--- config.mk ---
export PLATFORM = sky130hd
export DESIGN_NAME = relu_backward
export DESIGN_NICKNAME = d
export VERILOG_FILES = /design/src/rtl/relu_backward.sv
export SDC_FILE = /design/constraint.sdc
export NUM_CORES = 1
export LEC_CHECK = 0
export CORE_ASPECT_RATIO = 0.7
export CORE_MARGIN = 3
export CORE_UTILIZATION = 52
export DETAILED_ROUTE_END_ITERATION = 10
export PLACE_DENSITY_LB_ADDON = 0.1
export REMOVE_ABC_BUFFERS = 1
export SLEW_MARGIN = 20
export SYNTH_ARGS = -nofsm -noshare
export SYNTH_HDL_FRONTEND = slang
export SYNTH_SLANG_ARGS = --single-unit
--- constraint.sdc ---
create_clock -name clk -period 3.75 [get_ports clk]
set_input_delay 0.5625 -clock clk [delete_from_list [all_inputs] [get_ports clk]]
set_output_delay 0.5625 -clock clk [all_outputs]
set_load 0.02 [all_outputs]
--- src/rtl/relu_backward.sv ---
// ReLU backward pass: in-order derivative mask buffer gating upstream gradients.
// Optional RELU_BACKWARD_LEAKY_EN: masked entries pass grad_in >>> 3 instead of 0.
module relu_backward #(
  parameter int DATA_W = 8,
  parameter int DEPTH  = 16,
  parameter int CNT_W  = $clog2(DEPTH) + 1
) (
  input  logic                     clk,
  input  logic                     reset,
  input  logic                     flush,
  input  logic                     fwd_valid,
  input  logic signed [DATA_W-1:0] fwd_value,
  output logic                     fwd_ready,
  input  logic                     grad_valid,
  input  logic signed [DATA_W-1:0] grad_in,
  output logic                     grad_ready,
  output logic                     grad_out_valid,
  output logic signed [DATA_W-1:0] grad_out,
  input  logic                     grad_out_ready,
  output logic [CNT_W-1:0]         count,
  output logic                     overflow_err,
  output logic                     underflow_err
);
  localparam int AW = $clog2(DEPTH);

  logic [DEPTH-1:0]         mask_q, mask_d;
  logic [AW-1:0]            wr_ptr_q, wr_ptr_d;
  logic [AW-1:0]            rd_ptr_q, rd_ptr_d;
  logic [CNT_W-1:0]         cnt_q, cnt_d;
  logic                     vld_q, vld_d;
  logic signed [DATA_W-1:0] out_q, out_d;
  logic                     ovf_q, ovf_d;
  logic                     unf_q, unf_d;

  logic                     full, empty;
  logic                     push, pop;
  logic                     fwd_pos;
  logic signed [DATA_W-1:0] gated;

  assign full    = (cnt_q == CNT_W'(DEPTH));
  assign empty   = (cnt_q == '0);
  assign fwd_pos = !fwd_value[DATA_W-1] && (fwd_value != '0);

  assign fwd_ready  = !full;
  assign grad_ready = !empty && (!vld_q || grad_out_ready);
  assign push       = fwd_valid && fwd_ready;
  assign pop        = grad_valid && grad_ready;

`ifdef RELU_BACKWARD_LEAKY_EN
  assign gated = mask_q[rd_ptr_q] ? grad_in : (grad_in >>> 3);
`else
  assign gated = mask_q[rd_ptr_q] ? grad_in : '0;
`endif

  always_comb begin
    mask_d   = mask_q;
    wr_ptr_d = wr_ptr_q;
    rd_ptr_d = rd_ptr_q;
    cnt_d    = cnt_q;
    vld_d    = vld_q;
    out_d    = out_q;
    ovf_d    = ovf_q || (fwd_valid && full);
    unf_d    = unf_q || (grad_valid && empty);
    if (flush) begin
      wr_ptr_d = '0;
      rd_ptr_d = '0;
      cnt_d    = '0;
      vld_d    = 1'b0;
      out_d    = '0;
      ovf_d    = 1'b0;
      unf_d    = 1'b0;
    end else begin
      if (push) begin
        mask_d[wr_ptr_q] = fwd_pos;
        wr_ptr_d         = wr_ptr_q + AW'(1);
      end
      if (pop) begin
        rd_ptr_d = rd_ptr_q + AW'(1);
        vld_d    = 1'b1;
        out_d    = gated;
      end else if (vld_q && grad_out_ready) begin
        vld_d = 1'b0;
      end
      unique case ({push, pop})
        2'b10:   cnt_d = cnt_q + CNT_W'(1);
        2'b01:   cnt_d = cnt_q - CNT_W'(1);
        default: cnt_d = cnt_q;
      endcase
    end
  end

  always_ff @(posedge clk or negedge reset) begin
    if (!reset) begin
      mask_q   <= '0;
      wr_ptr_q <= '0;
      rd_ptr_q <= '0;
      cnt_q    <= '0;
      vld_q    <= 1'b0;
      out_q    <= '0;
      ovf_q    <= 1'b0;
      unf_q    <= 1'b0;
    end else begin
      mask_q   <= mask_d;
      wr_ptr_q <= wr_ptr_d;
      rd_ptr_q <= rd_ptr_d;
      cnt_q    <= cnt_d;
      vld_q    <= vld_d;
      out_q    <= out_d;
      ovf_q    <= ovf_d;
      unf_q    <= unf_d;
    end
  end

  assign grad_out_valid = vld_q;
  assign grad_out       = out_q;
  assign count          = cnt_q;
  assign overflow_err   = ovf_q;
  assign underflow_err  = unf_q;

endmodule

==> reports/qor.yml, run 1 <==
syn2layout_area_growth_pct: 22.32
critPathMaxFanout: 5
synth_top_area_frac: 0.4579
synth-seq-cells: 40
fin_crit_ns: 3.039
end_kind: "register"
cts_hold_buf: 0
slew_violations: 0
post-route-period-util: 0.8104
nets: 275
synth_area_leaders: "dfrtp_1 46%, nand3_1 5.5%, mux2_1 5.2%, mux4_2 4.1%, ha_1 4.0%"
worstSetupEndpoint: "count[4]"
finalWeightedCongestion: 0.7820
start_kind: "input port"
grt_pass1_vias: 1595
hold_violations: 0
syn_avg_cell_area_um2: 10.41
grt_setup_unrepaired: "no"
ys_seq_area_frac: 0.4579
cts_max_level: 2
power_density_nw_per_um2: 577.4
die_h_um: 60.25
reg2reg_to: "count[4]"
numCtsBuffers: 5
syn_area_um2: 2186
setup_viol: 0
layout-drive-gt1-share: 0.1012
crit_type: "input port to register"
clock_path_buffers: 2
antenna_found_initial: 0
tightest_slew_ns: 1.028
rows: 19
wl_um: 4608
cts.repair.resized: 0
p_leak_nw: 1.158
first_iter_violations: 89
die_w_um: 83.49
clock_skew_ns: 0.003960
viasPerCell: 5.753
finalPower_mw: 1.544
start_util: 0.5506
synth_cells: 210
die-area_um2: 5030
grt_max_degree: 41
grt_pass1_wl_um: 7755
core_um2: 3970
grt_use_total: 0.1982
fin_area_um2: 2674
root_buffer: "clkbuf_8"
dr.pass1.iters: 6
cts_setup_buffers: 0
fin_tns_setup_ns: 0
worstPathArrival_ns: 3.23
holdCritPathClass: "input port to asynchronous set/reset pin"
worstPathRequired_ns: 3.94
io_buffers: 39
postPlaceCellArea_um2: 2589
max_freq_mhz: 329.1
synth_cell_type_count: 40
clk_pin_slew_ns: 0.08
drc: 0
status: "completed"
synth_top_cell_by_area: "dfrtp_1"
dpl.hpwl_um: 3229
gr-total-overflow: 0
clkSinkCount: 40
cts_tree: "yes"
relSlewSlack: 0.3146
r2r-start: "count[2]"
vdd_drop_max_mv: 0.4439
worst-r2r-setup-slack_ns: 0.72
io_pins: 40
clock_latency_ns: 0.30
antennaDiodeCount: 0
num_vias: 1720
wire_per_inst_um: 15.41
maxCapViolCount: 0
reg2reg_depth: 10
detail-route-antenna-nets: 0
yosysWarnings: 0
startpoint: "grad_valid"
[cell usage in the layout (no fill, tap or decap), types with 2 or more instances in the layout]
cell,n
a211oi_1,2
and3_1,2
a21oi_1,17
clkbuf_8,5
mux4_2,4
buf_4,3
o21ai_0,4
nor3_1,4
nand3_1,24
dfrtp_1,40
clkdlybuf4s50_1,38
clkbuf_1,2
ha_1,7
mux2_1,10
inv_1,7
a31oi_1,3
a21o_1,2
mux2i_1,3
xnor2_1,3
xor2_1,4
nor2b_1,3
nor3b_1,2
nand2_1,16
nand4_1,5
nor2_1,12
or3_1,3
mux2_2,6
[synthesized netlist by cell type (all sizes together)]
library cell  number
mux4               4
and2               1
nor3               4
a2111oi            1
a31oi              3
ha                 7
nor2              13
clkbuf             6
or3                3
a21o               2
o221ai             1
dfrtp             40
xnor2              3
o211ai             1
nor3b              2
o21ai              5
nand2             16
nand4              5
nor2b              3
and3               2
buf                7
o31ai              1
mux2              16
xor2               4
nor4               2
a211oi             2
inv                7
or4                1
nand3             24
o211a              1
nand2b             1
o32ai              1
a21oi             17
mux2i              3
a32oi              1
[sequential cells by signal, summed over array words and instances (netlist names)]
signal,flops
grad_out_valid,1
mask_q,16
underflow_err,1
wr_ptr_q,4
count,5
rd_ptr_q,4
overflow_err,1
grad_out,8
[layer usage]
metal | GRT usage | wire length (um) | up-vias | part of all wire
met5 | 0 | 0 | - | 0
met1 | 0.2979 | 2361 | 827 | 0.51
li1 | - | - | 831 | -
met3 | 0.05647 | 331 | 6 | 0.072
met4 | 0.07569 | 68 | 0 | 0.015
met2 | 0.2683 | 1847 | 56 | 0.40
[critical path, cell delays in order]
cell             delay [ns]
clkdlybuf4s50_1        0.56
inv_1                  0.10
nor2_1                 0.26
o21ai_0                0.18
a21oi_1                0.25
xor2_1                 0.21
ha_1                   0.22
or3_1                  0.12
a21oi_1                0.08
and3_1                 0.20
or3_1                  0.33
and3_1                 0.16
[power breakdown]
| group | leakage (nW) | switching [mW] | internal, mW |
|---|---|---|---|
| clock network | 0.0424 | 0.150 | 0.133 |
| logic | 0.571 | 0.361 | 0.301 |
| registers | 0.544 | 0.0928 | 0.506 |
[final cells by class]
type	count	area, um2
flip-flops and latches	40	1001
clock inverters	1	8.758
repair buffers	42	407.9
multi-input cells	150	1089
well taps	52	65.06
clock buffers	7	76.32
inverters	7	26.28
fillers	327	1296
[logic make-up after synthesis]
| logic type | synth area share |
|---|---|
| simple gates | 0.1843 |
| flops | 0.4579 |
| compound gates | 0.1082 |
| mux | 0.1374 |
| buf+inv | 0.04407 |
| xor+xnor | 0.02805 |
| fa+ha+maj | 0.04007 |
[metrics by stage]
stage / setup slack (ns) / util / hold slack (ns) / cells
3_3_place_gp: 0.6005 / 0.6521 / 0.4709 / 291
3_5_place_dp: 0.5238 / 0.6521 / 0.4814 / 291
6_report: 0.7111 / 0.6735 / 0.3785 / 299
4_1_cts: 0.7493 / 0.6735 / 0.4122 / 299
5_1_grt: 0.5276 / 0.6735 / 0.4415 / 299
2_1_floorplan: 0.3853 / - / 0.2669 / 197
[worst min-delay path by stage]
stage / slack, ns / from / to
after floorplan: 0.27 / reset / count[0]
final: 0.38 / reset / grad_out[5]
after detailed placement: 0.48 / mask_q[10] / mask_q[10]
after global placement: 0.47 / mask_q[10] / mask_q[10]
after CTS: 0.41 / reset / grad_out[5]
after global routing: 0.44 / reset / grad_out[5]
Power figures use the tool's default switching activity.
==> run 2: changes to the inputs <==
==> constraint.sdc (replaced) <==
create_clock -name clk -period 2.9 [get_ports clk]
set_input_delay 0.435 -clock clk [delete_from_list [all_inputs] [get_ports clk]]
set_output_delay 0.435 -clock clk [all_outputs]
set_load 0.02 [all_outputs]
==> reports/qor.yml, run 2 (synthesis results as in run 1) <==
worstSetupEndpoint: "count[4]"
dpl.hpwl_um: 3460  # +7.1%
cts_max_level: 2  # unchanged
hold_violations: 0  # unchanged
grt_use_total: 0.2130  # +0.01481
root_buffer: "clkbuf_8"
syn2layout_area_growth_pct: 25.59
top_usage_layer: "met1"
crit_type: "register to register"
maxCapViolCount: 0  # unchanged
met2_usage: 0.3082  # +0.03995
slowest_stage: "or4_1"
clk_pin_slew_ns: 0.08  # about the same
layout_common_cells: "40 x dfrtp_1, 38 x clkdlybuf4s50_1, 24 x nand3_1, 17 x a21oi_1, 16 x nand2_1"
gr-total-overflow: 0  # unchanged
r2r-start: "count[3]"
finalWeightedCongestion: 0.8747  # +12%
grt_pass1_wl_um: 8307  # +7.1%
core_um2: 3970  # unchanged
worstPathCellList: "or4_1, buf_4, a21oi_1, xor2_1, ha_1, or3_1, a21oi_1, and3_1, or3_1, and3_1"
tightest_slew_ns: 0.8938  # -0.1342 ns
viasPerCell: 5.789  # +0.63%
status: "completed"
power_density_nw_per_um2: 755.8  # +31%
reg2reg_depth: 10  # unchanged
grt_setup_unrepaired: "no"
cts_hold_buf: 0  # unchanged
post-route-period-util: 0.9364
start_util: 0.5506  # unchanged
layout-drive-gt1-share: 0.1406  # +0.03941
antennaDiodeCount: 0  # unchanged
vdd_drop_max_mv: 0.5660  # +28%
drc: 0  # unchanged
setup_viol: 0  # unchanged
reg2reg_to: "count[4]"
worst-r2r-setup-slack_ns: 0.18  # -0.54 ns
clkSinkCount: 40  # unchanged
die-area_um2: 5030  # unchanged
cts_tree: "yes"
largest_reg_flops: 16  # unchanged
grt_max_degree: 41  # unchanged
io_pins: 40  # unchanged
clock_skew_ns: 0.008284  # +0.004325 ns
die_h_um: 60.25  # unchanged
fin_crit_ns: 2.715
num_vias: 1783  # +3.7%
critPathMaxFanout: 6  # +1
relSlewSlack: 0.4041  # +0.08950
grt_util_met3: 0.04821  # -0.008264
numCtsBuffers: 5  # unchanged
crit_path_max_incr_delay_ns: 0.56  # about the same
postPlaceCellArea_um2: 2656  # +2.6%
first_iter_violations: 70  # -21%
worstPathArrival_ns: 2.92  # -0.31 ns
detail-route-antenna-nets: 0  # unchanged
layout_commonest_cell: "dfrtp_1"
clock_latency_ns: 0.30  # about the same
fin_area_um2: 2745  # +2.7%
die_w_um: 83.49  # unchanged
nets: 284  # +3.3%
end_kind: "register"
io_buffers: 39  # unchanged
antenna_found_initial: 0  # unchanged
wire_per_inst_um: 16.02  # +3.9%
start_kind: "register"
top_register: "mask_q"
startpoint: "count[3]"
worstPathRequired_ns: 3.10  # -0.84 ns
fin_tns_setup_ns: 0  # unchanged
use_met1: 0.3127  # +0.01475
max_freq_mhz: 368.3
rows: 19  # unchanged
grt_pass1_vias: 1719  # +7.8%
slew_violations: 0  # unchanged
p_leak_nw: 1.209  # +4.4%
dr.pass1.iters: 4  # -2
wl_um: 4933  # +7.1%
holdCritPathClass: "input port to asynchronous set/reset pin"
clock_path_buffers: 2  # unchanged
run 2: cell types whose count changed in the layout (fill, tap and decap cells not counted), sizes merged:
cell / before / now
clkinv: 1 / 3
clkbuf: 7 / 5
buf: 4 / 13
run 2: area by class of cell:
type / count / area, um2
Clock buffer: 5 / 68.82
Clock inverter: 3 / 18.77
Fill cell: 321 / 1225
Inverter: 7 / 26.28
Multi-Input combinational cell: 150 / 1090
Sequential cell: 40 / 1001
Tap cell: 52 / 65.06
Timing Repair Buffer: 51 / 475.5
run 2: how the worst min path moves through the flow:
stage	to	slack (ns)	depth (start not counted)
2_1_floorplan	count[0]	0.14	0
3_3_place_gp	mask_q[4]	0.47	1
6_report	grad_out[5]	0.25	1
5_1_grt	grad_out[5]	0.31	1
4_1_cts	grad_out[5]	0.28	1
3_5_place_dp	mask_q[6]	0.48	1
run 2: timing repair:
action                     4_1_cts  5_1_grt
setup endpoints to repair        0        1
gates resized for setup          0        1
buffers inserted                 0        0
hold endpoints to repair         0        0
run 2: critical path: cells and delay by family (launching register included):
family	cells	cell delay, ns
xor+xnor	1	0.18
buf+inv	1	0.19
simple gates	5	1.36
flops	1	0.37
fa+ha+maj	1	0.23
compound gates	2	0.29
run 2: power breakdown:
group	internal [mW]	leakage [nW]	switching, mW
Clock	0.168	0.0479	0.206
Sequential	0.654	0.544	0.0815
Combinational	0.434	0.616	0.531
Total	1.26	1.21	0.819
run 2: per-layer routing:
metal	up-vias	wire, um
met5	-	0
met4	0	87
met3	10	261
met2	58	2032
met1	870	2551
li1	845	-
run 2: through the flow:
step,setup WS [ns],power (mW),std cells,util,hold WS (ns)
global placement,0.09388,1.700,300,0.6691,0.4707
detailed placement,0.01274,1.699,300,0.6691,0.4791
global route,0.02175,2.208,308,0.6915,0.3109
finish,0.1846,2.075,308,0.6915,0.2451
floorplan,-0.4647,1.296,197,-,0.1394
CTS,0.1933,2.081,308,0.6911,0.2763
==> run 3: changes to the inputs <==
--- a/config.mk
+++ b/config.mk
@@ -7,7 +7,7 @@
 export LEC_CHECK = 0
 export CORE_ASPECT_RATIO = 0.7
 export CORE_MARGIN = 3
-export CORE_UTILIZATION = 52
+export CORE_UTILIZATION = 56
 export DETAILED_ROUTE_END_ITERATION = 10
 export PLACE_DENSITY_LB_ADDON = 0.1
 export REMOVE_ABC_BUFFERS = 1
==> constraint.sdc (replaced) <==
create_clock -name clk -period 3.5 [get_ports clk]
set_input_delay 0.525 -clock clk [delete_from_list [all_inputs] [get_ports clk]]
set_output_delay 0.525 -clock clk [all_outputs]
set_load 0.02 [all_outputs]
==> reports/qor.yml, run 3 (synthesis results as in run 1) <==
status: "completed"
r2r-start: "count[2]"
slew_violations: 0  # unchanged
cp_common_cell: "o21ai_0"
grt_pass1_wl_um: 8604  # +3.6%
syn2layout_area_growth_pct: 23.93
end_kind: "register"
cts_tree: "yes"
die_h_um: 58.27  # -3.3%
cts_hold_buf: 0  # unchanged
start_kind: "register"
detail-route-antenna-nets: 0  # unchanged
clock_skew_ns: 0.008198  # -0.00008656 ns
clkSinkCount: 40  # unchanged
relSlewSlack: 0.4169  # +0.01282
drc: 0  # unchanged
crit_type: "register to register"
switching_share: 0.3782  # -0.01654
tightest_slew_ns: 0.8746  # -0.01924 ns
num_vias: 1769  # -0.79%
layout_common_cells: "40 x dfrtp_1, 38 x clkdlybuf4s50_1, 24 x nand3_1, 17 x a21oi_1, 16 x nand2_1"
grt_pass1_vias: 1768  # +2.9%
grt_setup_unrepaired: "no"
grt_max_degree: 41  # unchanged
finalWeightedCongestion: 0.8421  # -3.7%
crit_path_max_incr_delay_ns: 0.69  # +0.13 ns
numCtsBuffers: 5  # unchanged
grt_use_total: 0.2417  # +0.02872
layout-drive-gt1-share: 0.1124  # -0.02818
combinationalPowerShare: 0.414  # -0.051
hold_violations: 0  # unchanged
p_int_mw: 1.078  # -14%
clock_path_buffers: 2  # unchanged
clk_pin_slew_ns: 0.08  # about the same
largest_reg_flops: 16  # unchanged
antenna_found_initial: 0  # unchanged
holdCritPathClass: "input port to asynchronous set/reset pin"
dr.pass1.iters: 4  # unchanged
cts_max_level: 2  # unchanged
die-area_um2: 4701  # -6.5%
p_seq_frac: 0.373  # +0.018
critPathTopFamily: "compound AO/OA/AOI/OAI gates"
first_iter_violations: 139  # +99%
reg2reg_depth: 8  # -2
wl_um: 4985  # +1.1%
viasPerCell: 5.916  # +2.2%
p_leak_nw: 1.180  # -2.3%
clock_latency_ns: 0.29  # about the same
setup_viol: 0  # unchanged
critPathMaxFanout: 8  # +2
gr-total-overflow: 0  # unchanged
fin_crit_ns: 3.140  # +0.4242 ns
io_pins: 40  # unchanged
crit_buf_inv: 0  # -1
dpl.hpwl_um: 3582  # +3.5%
maxCapViolCount: 0  # unchanged
rows: 18  # -1
io_buffers: 39  # unchanged
vdd_drop_max_mv: 0.4559  # -19%
p_clk_frac: 0.213  # +0.033
fin_tns_setup_ns: 0  # unchanged
post-route-period-util: 0.8970  # -0.03932
max_freq_mhz: 318.5  # -14%
nets: 277  # -2.5%
worstPathCellList: "or4_1, o21ai_0, a21oi_1, xor2_1, ha_1, a2111oi_0, o21ai_0, nor3b_1"
fin_area_um2: 2709  # -1.3%
slowest_stage: "or4_1"
root_buffer: "clkbuf_8"
wire_per_inst_um: 16.67  # +4.1%
worstPathRequired_ns: 3.64  # +0.54 ns
core_um2: 3626  # -8.7%
p_sw_uw: 655.9  # -20%
worst-r2r-setup-slack_ns: 0.36  # +0.18 ns
reg2reg_to: "count[2]"
power_density_nw_per_um2: 640.2  # -15%
layout_commonest_cell: "dfrtp_1"
start_util: 0.6028  # +0.05225
top_register: "mask_q"
postPlaceCellArea_um2: 2594  # -2.4%
die_w_um: 80.68  # -3.4%
cts_setup_buffers: 0  # unchanged
cts.repair.resized: 0  # unchanged
worstPathArrival_ns: 3.28  # +0.36 ns
antennaDiodeCount: 0  # unchanged
-- run 3: power groups by stage --
stage / sequential [mW] / clock (mW) / combinational [mW]
detailed placement: 0.655 / 0 / 0.713
global placement: 0.644 / 0 / 0.695
CTS: 0.648 / 0.375 / 0.717
floorplan: 0.687 / 0 / 0.387
global route: 0.663 / 0.397 / 0.784
finish: 0.648 / 0.369 / 0.717
-- run 3: worst max-delay path by stage --
stage / endpoint / depth (start not counted) / startpoint
3_3_place_gp: count[4] / 12 / grad_valid
3_5_place_dp: count[4] / 12 / grad_valid
2_1_floorplan: count[4] / 10 / count[2]
4_1_cts: count[2] / 8 / count[2]
5_1_grt: count[2] / 8 / count[2]
6_report: count[2] / 8 / count[2]
-- run 3: per-stage QoR --
stage          std cells  total power, mW  setup WS, ns  hold WS, ns    util
2_1_floorplan        197            1.074        0.1353       0.2294       -
3_3_place_gp         290            1.339        0.4224       0.4703  0.7153
3_5_place_dp         290            1.368        0.2546       0.4831  0.7153
4_1_cts              298            1.739        0.3469       0.3719  0.7450
5_1_grt              299            1.844        0.1107       0.4096  0.7471
6_report             299            1.734        0.3604       0.3421  0.7471
-- run 3: area by class of cell --
class,instances,area (um2)
Inverter,7,26.28
Clock buffer,6,72.57
Timing Repair Buffer,44,422.9
Fill cell,268,917.1
Clock inverter,2,35.03
Multi-Input combinational cell,150,1089
Tap cell,50,62.56
Sequential cell,40,1001
-- run 3: metal layers --
layer,vias up,track usage,part of all wire
li1,837,-,-
met1,874,0.3286,0.45
met2,52,0.3880,0.48
met3,6,0.05745,0.059
met4,0,0.07470,0.011
met5,-,0,0
